==> src/rtl/alu_arbiter.sv <==
`default_nettype none
// ============================================================================
// Module   : alu_arbiter
// Brief    : Round-robin arbiter that shares one external combinational ALU
//            between two requesters. A granted command is captured, executed
//            for one cycle on the ALU, and its registered result is returned
//            on a valid/ready response channel tagged with the requester ID.
// Revision : 1.0 - initial release
// ============================================================================
module alu_arbiter #(
    parameter int WIDTH = 8,
    parameter int SEL_W = 3
) (
    input  logic             clk,
    input  logic             rst,

    // Requester 0 command channel
    input  logic             req0_valid,
    output logic             req0_ready,
    input  logic [WIDTH-1:0] req0_a,
    input  logic [WIDTH-1:0] req0_b,
    input  logic [SEL_W-1:0] req0_sel,

    // Requester 1 command channel
    input  logic             req1_valid,
    output logic             req1_ready,
    input  logic [WIDTH-1:0] req1_a,
    input  logic [WIDTH-1:0] req1_b,
    input  logic [SEL_W-1:0] req1_sel,

    // Shared ALU interface
    output logic [WIDTH-1:0] alu_a,
    output logic [WIDTH-1:0] alu_b,
    output logic [SEL_W-1:0] alu_sel,
    input  logic [WIDTH-1:0] alu_out,
    input  logic             alu_carry,
    input  logic             alu_zero,

    // Response channel
    output logic             rsp_valid,
    input  logic             rsp_ready,
    output logic             rsp_id,
    output logic [WIDTH-1:0] rsp_out,
    output logic             rsp_carry,
    output logic             rsp_zero,

    // Completed-response counters
    output logic [7:0]       cnt0,
    output logic [7:0]       cnt1
);

    typedef enum logic [1:0] {
        ST_IDLE = 2'd0,
        ST_EXEC = 2'd1,
        ST_RESP = 2'd2
    } state_t;

    localparam logic [7:0] c_CNT_ONE = 8'd1;

    state_t             r_state;
    logic               r_last_grant;
    logic [WIDTH-1:0]   r_op_a;
    logic [WIDTH-1:0]   r_op_b;
    logic [SEL_W-1:0]   r_op_sel;
    logic               r_rsp_valid;
    logic               r_rsp_id;
    logic [WIDTH-1:0]   r_rsp_out;
    logic               r_rsp_carry;
    logic               r_rsp_zero;
    logic [7:0]         r_cnt0;
    logic [7:0]         r_cnt1;

    logic               w_any_valid;
    logic               w_grant;
    logic               w_accept;
    logic [WIDTH-1:0]   w_cmd_a;
    logic [WIDTH-1:0]   w_cmd_b;
    logic [SEL_W-1:0]   w_cmd_sel;

    // Round-robin pick: a lone requester wins outright; on a tie the
    // requester that was not served last wins.
    always_comb begin
        w_any_valid = req0_valid | req1_valid;
        if (req0_valid && req1_valid) begin
            w_grant = ~r_last_grant;
        end else begin
            w_grant = req1_valid;
        end
        w_accept = (r_state == ST_IDLE) && w_any_valid;
    end

    // Steer the granted requester's command toward the operand registers.
    always_comb begin
        w_cmd_a   = req0_a;
        w_cmd_b   = req0_b;
        w_cmd_sel = req0_sel;
        if (w_grant) begin
            w_cmd_a   = req1_a;
            w_cmd_b   = req1_b;
            w_cmd_sel = req1_sel;
        end
    end

    // Ready is only offered while idle, so at most one requester sees it.
    assign req0_ready = w_accept && !w_grant;
    assign req1_ready = w_accept &&  w_grant;

    // Operand registers feed the ALU directly and hold between commands.
    assign alu_a   = r_op_a;
    assign alu_b   = r_op_b;
    assign alu_sel = r_op_sel;

    assign rsp_valid = r_rsp_valid;
    assign rsp_id    = r_rsp_id;
    assign rsp_out   = r_rsp_out;
    assign rsp_carry = r_rsp_carry;
    assign rsp_zero  = r_rsp_zero;
    assign cnt0      = r_cnt0;
    assign cnt1      = r_cnt1;

    // Command lifecycle: capture in IDLE, execute for one cycle, then hold
    // the response until the consumer takes it. Reset drops any command.
    always_ff @(posedge clk or posedge rst) begin
        if (rst) begin
            r_state      <= ST_IDLE;
            r_last_grant <= 1'b1;
            r_op_a       <= '0;
            r_op_b       <= '0;
            r_op_sel     <= '0;
            r_rsp_valid  <= 1'b0;
            r_rsp_id     <= 1'b0;
            r_rsp_out    <= '0;
            r_rsp_carry  <= 1'b0;
            r_rsp_zero   <= 1'b0;
            r_cnt0       <= '0;
            r_cnt1       <= '0;
        end else begin
            case (r_state)
                ST_IDLE: begin
                    if (w_accept) begin
                        r_op_a       <= w_cmd_a;
                        r_op_b       <= w_cmd_b;
                        r_op_sel     <= w_cmd_sel;
                        r_last_grant <= w_grant;
                        r_state      <= ST_EXEC;
                    end
                end
                ST_EXEC: begin
                    // The granted ID is still held in r_last_grant.
                    r_rsp_out   <= alu_out;
                    r_rsp_carry <= alu_carry;
                    r_rsp_zero  <= alu_zero;
                    r_rsp_id    <= r_last_grant;
                    r_rsp_valid <= 1'b1;
                    r_state     <= ST_RESP;
                end
                ST_RESP: begin
                    if (rsp_ready) begin
                        r_rsp_valid <= 1'b0;
                        if (r_rsp_id) begin
                            r_cnt1 <= r_cnt1 + c_CNT_ONE;
                        end else begin
                            r_cnt0 <= r_cnt0 + c_CNT_ONE;
                        end
                        r_state <= ST_IDLE;
                    end
                end
                default: begin
                    r_state <= ST_IDLE;
                end
            endcase
        end
    end

endmodule
`default_nettype wire
==> config.mk <==
export PLATFORM = sky130hd
export DESIGN_NAME = alu_arbiter
export DESIGN_NICKNAME = d
export VERILOG_FILES = /design/src/rtl/alu_arbiter.sv
export SDC_FILE = /design/constraint.sdc
export NUM_CORES = 1
export LEC_CHECK = 0
export BUFFER_PORTS_ARGS = -buffer_cell sky130_fd_sc_hd__buf_4
export CORE_MARGIN = 4
export CORE_UTILIZATION = 46
export CTS_CLUSTER_SIZE = 12
export DETAILED_ROUTE_END_ITERATION = 8
export PLACE_DENSITY = 0.87
export SYNTH_ARGS = -nofsm -noshare
export SYNTH_HDL_FRONTEND = slang
export SYNTH_SLANG_ARGS = --single-unit
==> constraint.sdc <==
create_clock -name clk -period 1.7 [get_ports clk]
set_input_delay 0.085 -clock clk [delete_from_list [all_inputs] [get_ports clk]]
set_output_delay 0.085 -clock clk [all_outputs]
set_load 0.005 [all_outputs]
==> flow_metrics.env <==
export IMPL_status="completed"
export IMPL_drc_errors=0
export IMPL_filler_cell_count=350
export IMPL_hp_class="primary input to flop"
export IMPL_drv_slew=0
export IMPL_power_per_cell_area_nw_per_um2=1500
export IMPL_worst_ep_arrival_time_ns=1.49
export IMPL_finalSetupViolCount=0
export IMPL_grt_total_usage=0.184
export IMPL_post_drt_via_cell_ratio=5.22
export IMPL_timing_worst_setup_path_type="flop to output pin"
export IMPL_yosysUniqueCellTypes=29
export IMPL_finish_instance_area_um2=3200
export IMPL_route_final_wire_length_mm=5.30
export IMPL_clockRootBuffer="clkbuf_8"
export IMPL_avgSynthCellArea_um2=11.7
export IMPL_power_internal_w=0.00322
export IMPL_worstSkewPairLatency_ns=0.30
export IMPL_synth_top_area_cell="dfrtp_1"
export IMPL_dp_worst_setup_slack_ns=0.194
export IMPL_avgRoutedWirePerCell_um=15.0
export IMPL_antenna_violations_before_repair=0
export IMPL_worstSetupStartpointType="flop"
export IMPL_gpl_final_weighted_congestion=0.836
export IMPL_crit_path_max_fanout=20
export IMPL_share_clk_of_total_power=0.148
export IMPL_hpwlAfterDp_mm=4.02
export IMPL_synth_commonest_cells="49 x dfrtp_1, 31 x o21ai_0, 16 x mux2i_1, 12 x mux2_2, 10 x xor2_1"
export IMPL_io_pins=102
export IMPL_yosys_top_cells_area="dfrtp_1 56%, mux2i_1 7.3%, o21ai_0 7.1%, mux2_2 6.2%, xor2_1 4.0%"
export IMPL_ys_async_sr_fraction=1.00
export IMPL_h_tree_depth=2
export IMPL_count_of_final_hold_check_violations=0
export IMPL_signed_area_change_from_the_synthesized_netlist_to_the_final_layout_pct=45.7
export IMPL_floorplan_die_area_um2=5950
export IMPL_synth_most_common_cell="dfrtp_1"
export IMPL_post_synthesis_instance_area_um2=2200
export IMPL_required_ns=1.62
export IMPL_antennaDiodeCount=0
export IMPL_floorplan_die_height_um=77.1
export IMPL_ir_worst_vdd_v=0.000709
export IMPL_grt_pass1_wl_mm=8.68
export IMPL_seq_area_frac_synth=0.570
export IMPL_detailedRoute_firstIterationViolations=83
export IMPL_fmax_mhz=634
export IMPL_postSynthNetCount=243
export IMPL_min_clock_period_post_route_ns=1.58
export IMPL_rsz0062_at_grt="false"
export IMPL_finClkSkew_ns=0.00696
export IMPL_grt_start_max_net_pins=28
export IMPL_setup_total_negative_slack_ns=0
export IMPL_detail_route_first_pass_iterations=4
export IMPL_synthesis_yosys_warnings=0
export IMPL_total_overflow_reported_by_the_global_router=0
export IMPL_placement_io_buffers=101
export IMPL_grt_pass1_vias=1907
export IMPL_clkSinkCount=50
export IMPL_synth_seq_cells=50
export IMPL_vias=1841
export IMPL_tightestPinTransition_ns=0.569
export IMPL_maxCapViolations=0
export IMPL_ys_flop_type="dfrtp_1"
export IMPL_worst_slew_margin_rel=0.620
export IMPL_swShare=0.331
export IMPL_synth_top_area_frac=0.558
export IMPL_fp_row_count=24
export IMPL_die_w_um=77.1
export IMPL_pwr_share_comb=0.431
export IMPL_cp_end_kind="output pin"
export IMPL_critical_path_max_stage_delay_ns=0.39
export IMPL_tritoncts_clock_tree="yes"
export IMPL_placeableCoreArea_um2=4470
export IMPL_timing_critical_path_max_delay_family="simple AND/OR/NAND/NOR gates"
export IMPL_final_net_count=355
export IMPL_cp_cell_sequence="or2_1 -> buf_4 -> nor2b_4 -> buf_4"
export IMPL_cts_inserted_buffers=5
export IMPL_sequentialPowerShare=0.421
export IMPL_postSynthCellCount=188
export IMPL_reported_leakage_power_nw=1.64
export IMPL_layout_drive_gt1_share=0.458
export IMPL_floorplan_initialDensity=0.491
export IMPL_cp_slowest_cell="dfrtp_1"
export IMPL_post_route_period_util=0.927
export IMPL_synth_edff_count=0
export IMPL_cts_root_to_sink_buffers=2
export IMPL_worstPathBufferInverterCount=2
export IMPL_fin_ws_ns=0.123
export IMPL_net_switching_power_w=0.00159
export IMPL_critical_path_top_cell_by_count="buf_4"
export IMPL_placed_cell_area_um2=3050
export IMPL_clk_pin_slew_worst_paths_ns=0.09
export IMPL_ant_nets=0
## what timing repair did
item	in CTS	in global routing
setup endpoints to repair	1	2
resized for setup	1	1
endpoints found under the hold margin	25	1
gates cloned	0	1
pin swaps	0	1
setup buffers	0	1
hold buffers	2	1
## per-layer routing
layer  vias up  global-route usage  part of all wire
li1        877                   -                 -
met1       879               0.202              0.38
met2        72               0.322              0.52
met3        13              0.0574             0.075
met4         0              0.0907             0.026
met5         -                   0                 0
## cells in the final DEF, fill, tap and decap left out, drive strengths merged, types with 4 or more instances in the layout
master  count
buf       111
dfrtp      49
o21ai      32
mux2i      16
mux2       12
xor2       10
nor2        8
nand2       8
inv         7
clkbuf      6
nor4        5
nand3       5
xnor2       4
nor3        4
## per-stage QoR
stage	instances	total power, W	utilization	hold slack, ns
floorplan	188	0.00297	-	0.191
global placement	340	0.00399	0.683	0.188
detailed placement	340	0.00408	0.683	0.185
CTS	350	0.00481	0.709	0.000586
global route	353	0.00517	0.715	0.0000895
finish	353	0.00481	0.715	0.0147
## power groups by stage
stage	registers [W]	logic (W)	clock network (W)
finish	0.00202	0.00208	0.000713
global route	0.00209	0.00229	0.000792
CTS	0.00204	0.00204	0.000735
detailed placement	0.00205	0.00202	0
global placement	0.00204	0.00195	0
floorplan	0.00204	0.000934	0
## worst paths after layout
check / cells past startpoint / start / to / slack (ns)
min in group asynchronous: 3 / rst / cnt1[2]$_DFFE_PP0P_ / 0.39
setup reg to reg: 4 / r_state[0]$_DFFE_PP0P_ / cnt0[7]$_DFFE_PP0P_ / 0.19
max in group asynchronous: 4 / rst / cnt0[3]$_DFFE_PP0P_ / 0.79
hold / removal: 2 / alu_out[5] / rsp_out[5]$_DFFE_PP0P_ / 0.01
setup / recovery: 4 / r_state[1]$_DFFE_PP0P_ / req1_ready / 0.12
hold reg to reg: 1 / cnt1[7]$_DFFE_PP0P_ / cnt1[7]$_DFFE_PP0P_ / 0.47
## flip-flops by register name, summed over array words and instances (netlist names)
| register | flops |
|---|---|
| cnt0 | 8 |
| rsp_out | 8 |
| alu_b | 8 |
| rsp_valid | 1 |
| r_state | 2 |
| cnt1 | 8 |
| alu_sel | 3 |
| alu_a | 8 |
| rsp_id | 1 |
| r_last_grant | 1 |
| rsp_zero | 1 |
| rsp_carry | 1 |
## logic make-up after synthesis
family | synth area share
buf+inv | 0.0347
flops | 0.570
fa+ha+maj | 0.0114
compound gates | 0.0997
mux | 0.134
simple gates | 0.0940
xor+xnor | 0.0558
## area by class of cell
type	count	area [um^2]	area share
flip-flops and latches	50	1250	0.391
multi-input cells	122	886	0.277
repair buffers	114	876	0.274
clock buffers	6	82.6	0.0258
well taps	52	65.1	0.0203
inverters	7	26.3	0.00821
clock inverters	2	12.5	0.00391
Note: power is estimated with default switching activity, not from simulation.
